`src/rtl/instr_sequencer.sv`:
```
// Instruction sequencer: steps each instruction through fetch/execute/writeback via en/ready handshakes.
// Optional stage watchdog is built when STAGE_TIMEOUT_EN is defined.
module instr_sequencer #(
  parameter int unsigned     PC_W     = 8,
  parameter logic [PC_W-1:0] RESET_PC = '0,
  parameter int unsigned     CNT_W    = 16,
  parameter logic [1:0]      OP_NOP   = 2'b00,
  parameter logic [1:0]      OP_LOD   = 2'b01,
  parameter logic [1:0]      OP_JMP   = 2'b10,
  parameter logic [1:0]      OP_ADD   = 2'b11
`ifdef STAGE_TIMEOUT_EN
  , parameter int unsigned   TIMEOUT_CYC = 16
`endif
) (
  input  logic             clk,
  input  logic             rst_n,
  input  logic             run,
  input  logic             halt_req,
  output logic             fetch_en,
  input  logic             fetch_ready,
  input  logic [7:0]       instr,
  output logic             exec_en,
  input  logic             exec_ready,
  output logic             wb_en,
  input  logic             wb_ready,
  output logic [1:0]       op,
  output logic             srcdst,
  output logic [4:0]       operand,
  output logic [PC_W-1:0]  pc,
  output logic [CNT_W-1:0] retired,
  output logic             busy,
  output logic             halted,
  output logic             fault
);

  typedef enum logic [2:0] {S_IDLE, S_FETCH, S_EXEC, S_WB, S_HALT} state_t;

  state_t     state;
  state_t     state_next;
  state_t     after_retire;
  logic       armed;
  logic       stage_ready;
  logic       complete;
  logic       retire;
  logic       entering;
  logic       timeout;
  logic [1:0] new_op;
  logic [4:0] new_operand;
  logic       is_halt_instr;

  assign new_op        = instr[7:6];
  assign new_operand   = instr[4:0];
  assign is_halt_instr = (new_op == OP_NOP) && (new_operand == 5'h1F);

`ifdef STAGE_TIMEOUT_EN
  localparam int unsigned TO_W = $clog2(TIMEOUT_CYC + 1);
  logic [TO_W-1:0] wd_cnt;

  assign timeout = (state == S_FETCH || state == S_EXEC || state == S_WB) && !complete &&
                   (wd_cnt == TO_W'(TIMEOUT_CYC - 1));
`else
  assign timeout = 1'b0;
  assign fault   = 1'b0;
`endif

  // A ready seen in the first cycle of a state is stale from the previous enable.
  always_comb begin
    stage_ready = 1'b0;
    case (state)
      S_FETCH: stage_ready = fetch_ready;
      S_EXEC:  stage_ready = exec_ready;
      S_WB:    stage_ready = wb_ready;
      default: stage_ready = 1'b0;
    endcase
  end

  assign complete = armed && stage_ready;
  assign retire   = complete && ((state == S_WB) ||
                    (state == S_FETCH && (new_op == OP_NOP || new_op == OP_JMP)));

  always_comb begin
    after_retire = S_FETCH;
    if (state == S_FETCH && is_halt_instr)
      after_retire = S_HALT;
    else if (halt_req || !run)
      after_retire = S_IDLE;
  end

  always_comb begin
    state_next = state;
    case (state)
      S_IDLE:  if (run && !halt_req) state_next = S_FETCH;
      S_FETCH: if (complete)
                 state_next = (new_op == OP_LOD || new_op == OP_ADD) ? S_EXEC : after_retire;
      S_EXEC:  if (complete) state_next = S_WB;
      S_WB:    if (complete) state_next = after_retire;
      default: state_next = S_HALT;
    endcase
    if (timeout)
      state_next = S_HALT;
  end

  // A retire that refetches re-enters FETCH, so it must re-arm like a real state change.
  assign entering = (state_next != state) || retire;

  always_ff @(posedge clk or negedge rst_n) begin
    if (!rst_n) begin
      state    <= S_IDLE;
      armed    <= 1'b0;
      pc       <= RESET_PC;
      retired  <= '0;
      op       <= 2'b00;
      srcdst   <= 1'b0;
      operand  <= 5'd0;
      fetch_en <= 1'b0;
      exec_en  <= 1'b0;
      wb_en    <= 1'b0;
      busy     <= 1'b0;
      halted   <= 1'b0;
`ifdef STAGE_TIMEOUT_EN
      wd_cnt   <= '0;
      fault    <= 1'b0;
`endif
    end else begin
      state    <= state_next;
      armed    <= !entering;
      fetch_en <= (state_next == S_FETCH);
      exec_en  <= (state_next == S_EXEC);
      wb_en    <= (state_next == S_WB);
      busy     <= (state_next == S_FETCH) || (state_next == S_EXEC) || (state_next == S_WB);
      halted   <= (state_next == S_HALT);
      if (state == S_FETCH && complete) begin
        op      <= new_op;
        srcdst  <= instr[5];
        operand <= new_operand;
        pc      <= (new_op == OP_JMP) ? PC_W'(new_operand) : pc + PC_W'(1);
      end
      if (retire)
        retired <= retired + CNT_W'(1);
`ifdef STAGE_TIMEOUT_EN
      wd_cnt <= entering ? '0 : wd_cnt + TO_W'(1);
      if (timeout)
        fault <= 1'b1;
`endif
    end
  end

endmodule
```
`config.mk`:
```
export PLATFORM = sky130hd
export DESIGN_NAME = instr_sequencer
export DESIGN_NICKNAME = d
export VERILOG_FILES = /design/src/rtl/instr_sequencer.sv
export SDC_FILE = /design/constraint.sdc
export NUM_CORES = 1
export LEC_CHECK = 0
export ABC_AREA = 1
export CORE_UTILIZATION = 49
export CTS_CLUSTER_SIZE = 10
export DETAILED_ROUTE_END_ITERATION = 8
export PLACE_DENSITY_LB_ADDON = 0.15
export SLEW_MARGIN = 15
export SYNTH_ARGS = -nofsm -noshare
export SYNTH_HDL_FRONTEND = slang
export SYNTH_SLANG_ARGS = --single-unit
```
`constraint.sdc`:
```
create_clock -name clk -period 1.9 [get_ports clk]
set_input_delay 0.19 -clock clk [delete_from_list [all_inputs] [get_ports clk]]
set_output_delay 0.19 -clock clk [all_outputs]
set_load 0.005 [all_outputs]
```
==> summary.txt <==
GRT
  • Busiest grt layer: met2
  • GR Overflow Total: 0
  • M1 GR Usage: between 30% and 40%
  • GRT met3 Usage: under 10%
  • Total track usage: about 22%
  • Vias in the first global route: 1684
  • Initial antenna violation count: 0
  • Largest net degree at the start of global routing: 42
  • First-pass GRT wire length: 7690 µm
  • GR Util met2: between 30% and 40%

Place
  • Routability congestion estimate from global placement: roughly 0.90
  • Final HPWL DP: between 3000 and 4000 µm
  • Port-buffer cells: between 50 and 60

Clock tree
  • Num Clock Sinks: ~40
  • Cts repair resizes: 0
  • Clk_lat worst skew: ~0.30 ns
  • CTS tree: yes
  • Clock Tree Root: clkbuf_8
  • Clock buffer depth: 2
  • Hold buffers post-CTS: 1
  • Clk slew on worst S/H paths: about 0.08 ns
  • Setup Fix Bufs, Post-CTS: 0
  • CTS Buf Count: 5
  • H-tree lvl count: 2

Floorplanning
  • Die ar.: about 4700 µm²
  • Starting Density: approximately 53%
  • Io pins: 53
  • Row count: 23
  • Die Wd: 68.6 µm
  • Core area: 4120 µm²
  • Die Span Y: around 69 µm

Worst setup path
  • CP startpoint kind: register
  • Crit. End Element: register
  • Worst Path Required: 2.12 ns
  • Critical path class: reg -> reg
  • CP arrival: approximately 1.9 ns
  • CP max FO: 12

Timing
  • RSZ-0062 raised after global routing: false
  • Final TNS setup: 0 ns
  • Final Hold Fails: 0
  • Clock Skews: about 0.0063 ns
  • Fin crit period: 1.68 ns
  • Final number of setup-violating endpoints: 0
  • Peak Freq: between 500 and 600 MHz
  • Worst rel slew slack: between 60% and 70%
  • Worst-Margin Slew: ~0.52 ns
  • Pins Over Slew Limit: 0
  • Hold slack: 0.440 ns
  • Tcrit/Tclk final: just under 90%

Final layout
  • Final Net Count: 340
  • Share of layout cells above drive strength 1: between 10% and 20%
  • Area delta synth->final: 30.5%
  • Number of diodes: 0

Route
  • DR DRC count: 0
  • Wire length per cell: roughly 12 µm
  • Initial DRT Pass Iterations: 4
  • Post-route ant nets: 0
  • Final wirelength: ~4600 µm
  • Via-to-Cell Ratio: 5.10
  • 1st-iter DRT viols: 134
  • Via count: 1901

Logic synthesis
  • Synth Area per Inst: a little over 8 µm²
  • Yosys cell types: 29
  • Synth Cell Area: roughly 2200 µm²
  • Syn nets: approximately 280
  • Mapped Cells: 266
  • Sequential element share of the synthesized area: 47.2%
  • Post-synth top flop: dfrtp_1
  • Ys Warns: 0
  • Register bit total from synthesis: 41
  • Ys async rst share: 100%
  • Post-synth EDFFs: 0

Pwr
  • Cell Int Power: roughly 1.3 mW
  • Gate power share: 4.1%
  • Power density cells: ~570 nW/µm²
  • NetSw: between 300 and 400 µW
  • Switching Share: 21.2%
  • Seq pwr share: 53.5%
  • Peak VDD IR: between 0.0004 and 0.0005 V
  • Clock power share: between 40 and 50%
  • Leakage: about 1.4 nW

Min path
  • Hold Crit Class: in -> reg

Outcome
  • Status: finished clean

Run
  • Max_cap viols: 0
-- power groups by stage --
stage | clock, mW | sequential (mW) | combinational [mW]
global placement | 0 | 0.889 | 0.0671
CTS | 0.701 | 0.872 | 0.0698
finish | 0.691 | 0.872 | 0.0677
floorplan | 0 | 0.889 | 0.0166
detailed placement | 0 | 0.889 | 0.0676
global route | 0.736 | 0.872 | 0.0782
-- flip-flops by register name (all words and copies together) (netlist names) --
name,cells
srcdst,1
exec_en,1
state,3
op,2
operand,5
busy,1
pc,8
fetch_en,1
armed,1
halted,1
wb_en,1
retired,16
-- path summary, 6_finish.rpt --
path / start / end / slack, ns / cells past startpoint
worst min-delay path: instr[5] / srcdst$_DFFE_PN0P_ / 0.44 / 3
min in group asynchronous: rst_n / pc[6]$_DFFE_PN0P_ / 0.49 / 3
worst min register to register: srcdst$_DFFE_PN0P_ / srcdst$_DFFE_PN0P_ / 0.47 / 2
worst max-delay path: state[1]$_DFF_PN0_ / retired[8]$_DFFE_PN0P_ / 0.22 / 10
worst max register to register: state[1]$_DFF_PN0_ / retired[8]$_DFFE_PN0P_ / 0.22 / 10
max in group asynchronous: rst_n / armed$_DFF_PN0_ / 1.04 / 3
-- placed cells by master, fill, tap and decap left out --
cell type	synthesis	routed
nand2_1	66	66
clkdlybuf4s50_1	0	50
dfrtp_1	41	41
inv_1	34	34
nor2_1	21	21
o21ai_0	19	19
nand3_1	14	14
nor3_1	9	9
xor2_1	9	9
nand4_1	8	8
nand2_2	6	6
xnor2_1	6	6
o21ai_2	5	5
clkbuf_8	0	5
inv_2	4	4
nor2_2	3	3
buf_4	2	3
nand3_2	2	2
nor2_4	2	2
nand3b_1	2	2
ha_1	2	2
nand3_4	1	1
inv_4	1	1
o211ai_1	1	1
o22ai_1	1	1
a21oi_1	1	1
or2_2	1	1
nand2_4	1	1
conb_1	1	1
bufinv_16	0	1
clkinv_2	0	1
dlygate4sd3_1	0	1
buf_2	0	1
-- cells in the mapped netlist, types with 3 or more instances --
cell type	n	share of area [%]
o21ai_2	5	2.0
inv_1	34	5.9
nor3_1	9	2.1
nand3_1	14	3.2
nor2_2	3	0.86
nand2_2	6	1.7
xor2_1	9	3.6
nand2_1	66	11
nand4_1	8	2.3
nor2_1	21	3.6
o21ai_0	19	4.4
inv_2	4	0.69
dfrtp_1	41	47
xnor2_1	6	2.4
-- worst max-delay path, stage by stage (launching register included) --
cell     delay, ns
dfrtp_1       0.44
nor2_2        0.19
nand2_2       0.13
inv_2         0.08
nand2_2       0.05
nand2_2       0.07
nand3_4       0.16
inv_4         0.19
nand2_4       0.07
nor2_2        0.09
xor2_1        0.15
-- cell families after synthesis --
logic type / share of synthesized area, %
compound gates: 7.25
buf+inv: 8.75
fa+ha+maj: 1.15
xor+xnor: 6.04
simple gates: 29.5
other cells: 0.172
flops: 47.2
-- metrics by stage --
step	cell area, µm²	util, %	cells	total power [mW]	setup slack, ns
2_1_floorplan	2170	-	266	0.906	0.408
3_3_place_gp	2720	66.2	365	0.956	0.230
3_5_place_dp	2720	66.2	365	0.957	0.188
4_1_cts	2840	69.0	373	1.64	0.231
5_1_grt	2840	69.0	373	1.69	0.0567
6_report	2840	69.0	373	1.63	0.220
-- cell type report --
class	count	area, µm²
Clock inverter	2	35.0
Clock buffer	5	68.8
Fill cell	340	1280
Multi-Input combinational cell	181	958
Sequential cell	41	1030
Timing Repair Buffer	55	538
Tap cell	50	62.6
Inverter	39	149
-- routing by layer --
layer,vias to the layer above,wire length (µm)
li1,954,-
met1,878,2160
met2,63,2060
met3,6,322
met4,0,59
met5,-,0
No activity file was read; power rests on OpenSTA's default activity.
